<file path="src/rtl/gip_sram_byte_write_controller.sv">
// Request front end for the 2048x32 SRAM macro: full-word writes pass
// straight through, partial writes become a read-modify-write pair.
module gip_sram_byte_write_controller (
  input  logic        int_clock,
  input  logic        int_reset,
  input  logic        req_valid,
  output logic        req_ack,
  input  logic        req_read,
  input  logic [10:0] req_address,
  input  logic [3:0]  req_byte_enables,
  input  logic [31:0] req_write_data,
  output logic        rsp_valid,
  output logic [31:0] rsp_data,
  output logic        sram_read,
  output logic        sram_write,
  output logic [10:0] sram_address,
  output logic [31:0] sram_write_data,
  input  logic [31:0] sram_read_data
);

  typedef enum logic {
    IDLE  = 1'b0,
    MERGE = 1'b1
  } state_e;

  state_e      state_q, state_d;
  logic        rd_pend_q, rd_pend_d;
  logic [10:0] mrg_addr_q, mrg_addr_d;
  logic [3:0]  mrg_be_q, mrg_be_d;
  logic [31:0] mrg_data_q, mrg_data_d;
  logic        rsp_valid_q, rsp_valid_d;
  logic [31:0] rsp_data_q, rsp_data_d;

  logic        is_full;
  logic        is_zero;
  logic        in_idle;
  logic        acc_rd;
  logic        acc_part;
  logic [31:0] merged;

  assign is_full  = (req_byte_enables == 4'hF);
  assign is_zero  = (req_byte_enables == 4'h0);
  assign in_idle  = int_reset && (state_q == IDLE);
  assign acc_rd   = in_idle && req_valid && req_read;
  assign acc_part = in_idle && req_valid && !req_read
                    && !is_full && !is_zero;

  always_ff @(posedge int_clock or negedge int_reset) begin
    if (!int_reset) begin
      state_q     <= IDLE;
      rd_pend_q   <= 1'b0;
      mrg_addr_q  <= '0;
      mrg_be_q    <= '0;
      mrg_data_q  <= '0;
      rsp_valid_q <= 1'b0;
      rsp_data_q  <= '0;
    end else begin
      state_q     <= state_d;
      rd_pend_q   <= rd_pend_d;
      mrg_addr_q  <= mrg_addr_d;
      mrg_be_q    <= mrg_be_d;
      mrg_data_q  <= mrg_data_d;
      rsp_valid_q <= rsp_valid_d;
      rsp_data_q  <= rsp_data_d;
    end
  end

  always_comb begin
    state_d = state_q;
    unique case (state_q)
      IDLE:  if (acc_part) state_d = MERGE;
      MERGE: state_d = IDLE;
    endcase
  end

  always_comb begin
    mrg_addr_d  = mrg_addr_q;
    mrg_be_d    = mrg_be_q;
    mrg_data_d  = mrg_data_q;
    rd_pend_d   = acc_rd;
    rsp_valid_d = rd_pend_q;
    rsp_data_d  = rsp_data_q;
    if (acc_part) begin
      mrg_addr_d = req_address;
      mrg_be_d   = req_byte_enables;
      mrg_data_d = req_write_data;
    end
    if (rd_pend_q) rsp_data_d = sram_read_data;
  end

  // Latched bytes win where enabled, the SRAM word fills the rest.
  always_comb begin
    merged = sram_read_data;
    for (int i = 0; i < 4; i++) begin
      if (mrg_be_q[i]) merged[8*i +: 8] = mrg_data_q[8*i +: 8];
    end
  end

  always_comb begin
    req_ack         = 1'b0;
    sram_read       = 1'b0;
    sram_write      = 1'b0;
    sram_address    = '0;
    sram_write_data = '0;
    if (int_reset) begin
      unique case (state_q)
        IDLE: begin
          req_ack = req_valid;
          if (req_valid) begin
            if (req_read) begin
              sram_read    = 1'b1;
              sram_address = req_address;
            end else if (is_full) begin
              sram_write      = 1'b1;
              sram_address    = req_address;
              sram_write_data = req_write_data;
            end else if (!is_zero) begin
              sram_read    = 1'b1;
              sram_address = req_address;
            end
          end
        end
        MERGE: begin
          sram_write      = 1'b1;
          sram_address    = mrg_addr_q;
          sram_write_data = merged;
        end
      endcase
    end
  end

  assign rsp_valid = rsp_valid_q;
  assign rsp_data  = rsp_data_q;

endmodule

</file>
<file path="config.mk">
export PLATFORM = sky130hd
export DESIGN_NAME = gip_sram_byte_write_controller
export DESIGN_NICKNAME = d
export VERILOG_FILES = /design/src/rtl/gip_sram_byte_write_controller.sv
export SDC_FILE = /design/constraint.sdc
export NUM_CORES = 1
export LEC_CHECK = 0
export BUFFER_PORTS_ARGS = -buffer_cell sky130_fd_sc_hd__clkbuf_2
export CAP_MARGIN = 25
export CORE_MARGIN = 2
export CORE_UTILIZATION = 54
export CTS_BUF_LIST = sky130_fd_sc_hd__clkbuf_16
export DETAILED_ROUTE_END_ITERATION = 8
export PLACE_DENSITY = 0.86
export SLEW_MARGIN = 5
export SYNTH_ARGS = -nofsm -noshare
export SYNTH_HDL_FRONTEND = slang
export SYNTH_SLANG_ARGS = --single-unit
export TNS_END_PERCENT = 1
</file>
<file path="constraint.sdc">
create_clock -name int_clock -period 2.5 [get_ports int_clock]
set_input_delay 0.375 -clock int_clock [delete_from_list [all_inputs] [get_ports int_clock]]
set_output_delay 0.375 -clock int_clock [all_outputs]
set_load 0.03 [all_outputs]
</file>
==> impl_results.md <==
* DRT met1 WL at 4589 um
* P&R area growth vs syn at 26.56%
* Worst slew margin at roughly 63%
* Detailed-route DRC error count at 0
* Core Area at 8134 um^2
* Fin. max-slew vios at 0
* Switch Pwr at 1313 uW
* Final net count at between 600 and 700
* Post-CTS Resized at 0
* # fillers at 600
* Total Wirelength at around 11000 um
* Critical path class: register to output pin
* Net Count, Synth at 454
* I/O pin count at between 150 and 200
* Critical Path End Type: output pin
* Register area share after synthesis at ~46%
* First-pass iteration count of the detailed router at 6
* Unrepaired setup endpoints after global routing: false
* Port Buffers at between 150 and 200
* Max incr delay on CP at roughly 500 ps
* Slowest CP cell: dfrtp_2
* Actual slew at the worst max-slew pin at 548.4 ps
* Final setup fails at 0
* Hold Vio Cnt, Final at 0
* Cts bufs inserted at 9
* Post-Synthesis Cell Area at 4476 um^2
* Mapped Cells at 371
* Clock share of power at roughly 30%
* Multi-input gate area at 2238 um^2
* TritonCTS clock tree: yes
* Vias at 3558
* Post-synth cell types at 24
* Drt via density at roughly 5.6
* CP arrival at slightly below 2000 ps
* Clock Skew at roughly 5.0 ps
* Wire length on met3 at about 760 um
* Reg power frac at 42.8%
* Floorplan row count at 33
* Post-DP HPWL at roughly 7800 um
* Largest net degree at the start of global routing at 92
* CP max FO at slightly above 40
* Largest delay share family, worst path: buffers and inverters
* Synth warn at 0
* CP startpoint kind: register
* Period utilization at ~93%
* CTS H-tree depth at 3
* Routed wl met2 at approximately 5500 um
* Share of cells above drive strength 1 at between 50% and 60%
* Starting DRC count in detailed routing at 130
* CP bufs+invs at 2
* Period minus WS final at roughly 2300 ps
* Starting Density at between 50% and 60%
* Initial antenna violation count at 0
* Die Area at around 9000 um^2
* Tot GR Track Use at between 20% and 30%
* Max-cap violations at 0
* Setup Buffers After CTS at 0
* Finished Core Util at between 60% and 70%
* Die height at about 95 um
* Drt wl/cell at 17.50 um
* Congestion Overflow GR at 0
* VDD IR-drop max at approximately 360 uV
* Status: completed
* Routability cong. at approximately 0.85
* Pwr dens at approximately 750 nW/um^2
* Crit-path cells: buf_4 > nand4b_1 > a21boi_0 > clkbuf_2
* Antenna cells at 0
* Mapped Avg Cell Area at approximately 12 um^2
* CTS root buf: clkbuf_16
* Combinational share of power at a little over a quarter
* Clock slew at reported path FFs at 60 ps
* Static leakage at 0.002594 uW
* Critical Path RT at 2120 ps
* # clock sinks at 82
* FF+latch count, synth at just over 80
* DR top layer: met4
* HP Class: primary input to asynchronous set/reset pin
* Setup TNS at 0 ps
* Antenna-violating nets left at 0
* FF/Latch Area at 2053 um^2
* FMAX at approximately 0.43 GHz
* Switching Share at ~31%
* Global-route wire length before repair at 16790 um
* Later-pin clock latency in the skew report at about 330 ps
* Die width at 95.04 um
* Vias in the first global route at approximately 3.4k
* Clock Path Buffers at 2
* Hold_buf cts at 0
* P_int at between 2000 and 3000 uW
[through the flow]
step,instances,power [uW],cell area [um^2],worst slack [ps],hold WS (ps)
6_report,630,4237,5664,187.2,88.23
5_1_grt,630,4421,5664,90.32,130.0
4_1_cts,630,4265,5664,204.0,107.4
3_5_place_dp,614,2957,5370,350.2,453.0
3_3_place_gp,614,2898,5370,432.1,437.3
2_1_floorplan,371,2585,4476,307.9,79.41
[layout by cell type (no fill, tap or decap), drive strengths merged]
cell and n:
and2b 1, or4 1, and3 1, bufinv 1, o211ai 11, nand4b 33, mux2 111, and4 1
clkbuf 169, nor2b 4, o21a 1, a21oi 1, inv 2, and2 1, nand2 43, clkinv 2
dfrtp 82, clkinvlp 3, a21boi 43, buf 14
[sequential cells by signal (all words and copies together), names as in the netlist]
name and flops:
rd_pend_q 1, rsp_data 32, rsp_valid 1, mrg_addr_q 11, mrg_data_q 32, mrg_be_q 4, state_q 1
[power groups by stage]
stage               clock network [uW]  logic [uW]  registers [uW]
floorplan                            0         627            1960
global placement                     0        1090            1810
detailed placement                   0        1130            1830
CTS                               1320        1130            1810
global route                      1370        1200            1850
finish                            1300        1120            1810
[cell usage after synthesis]
cell | count | area, um^2
o211ai_1 | 11 | 82.58
nand4b_4 | 1 | 23.77
nand4b_1 | 32 | 280.3
buf_8 | 2 | 30.03
and2b_1 | 1 | 7.510
buf_1 | 5 | 18.77
a21boi_0 | 43 | 322.8
a21oi_1 | 1 | 5.000
clkbuf_1 | 24 | 90.09
nor2b_1 | 4 | 25.02
or4_4 | 1 | 11.26
inv_1 | 1 | 3.750
and2_1 | 1 | 6.260
mux2_4 | 10 | 150.1
and3_1 | 1 | 6.260
mux2_2 | 92 | 1036
and4_1 | 1 | 8.760
dfrtp_1 | 82 | 2052
mux2_1 | 9 | 101.4
buf_4 | 2 | 15.01
nand2_1 | 43 | 161.4
buf_2 | 2 | 10.01
buf_12 | 1 | 20.02
o21a_1 | 1 | 7.510
[final cells by class]
cell class / count / area share [%]
Inverter: 1 / 0.06627
Sequential cell: 82 / 36.25
Clock buffer: 9 / 3.976
Multi-Input combinational cell: 252 / 39.52
Tap cell: 105 / 2.319
Clock inverter: 7 / 1.215
Timing Repair Buffer: 174 / 16.66
[per-layer routing]
metal / up-vias / GRT usage (%)
li1: 1642 / -
met1: 1746 / 30.86
met2: 149 / 41.49
met3: 21 / 4.901
met4: 0 / 7.609
met5: - / 0
[path summary, 6_finish.rpt]
kind,from,endpoint,slack (ps),cells past startpoint
worst max register to register,state_q$_DFF_PN0_,mrg_data_q[3]$_DFFE_PN0P_,730,4
worst max-delay path,state_q$_DFF_PN0_,sram_write_data[25],190,4
min in group int_clock,req_write_data[2],mrg_data_q[2]$_DFFE_PN0P_,280,2
worst min-delay path,int_reset,mrg_data_q[22]$_DFFE_PN0P_,90,2
worst min register to register,mrg_data_q[1]$_DFFE_PN0P_,mrg_data_q[1]$_DFFE_PN0P_,490,1
max in group asynchronous,int_reset,rsp_data[9]$_DFFE_PN0P_,2080,2
[cell families after synthesis]
family	Yosys count	share of synthesized area, %
muxes	111	28.77
and+or+nand+nor	85	11.85
DFF	82	45.85
AOI/OAI and AO/OA	56	9.337
buffers and inverters	37	4.193
Note: power is estimated with default switching activity, not from simulation.
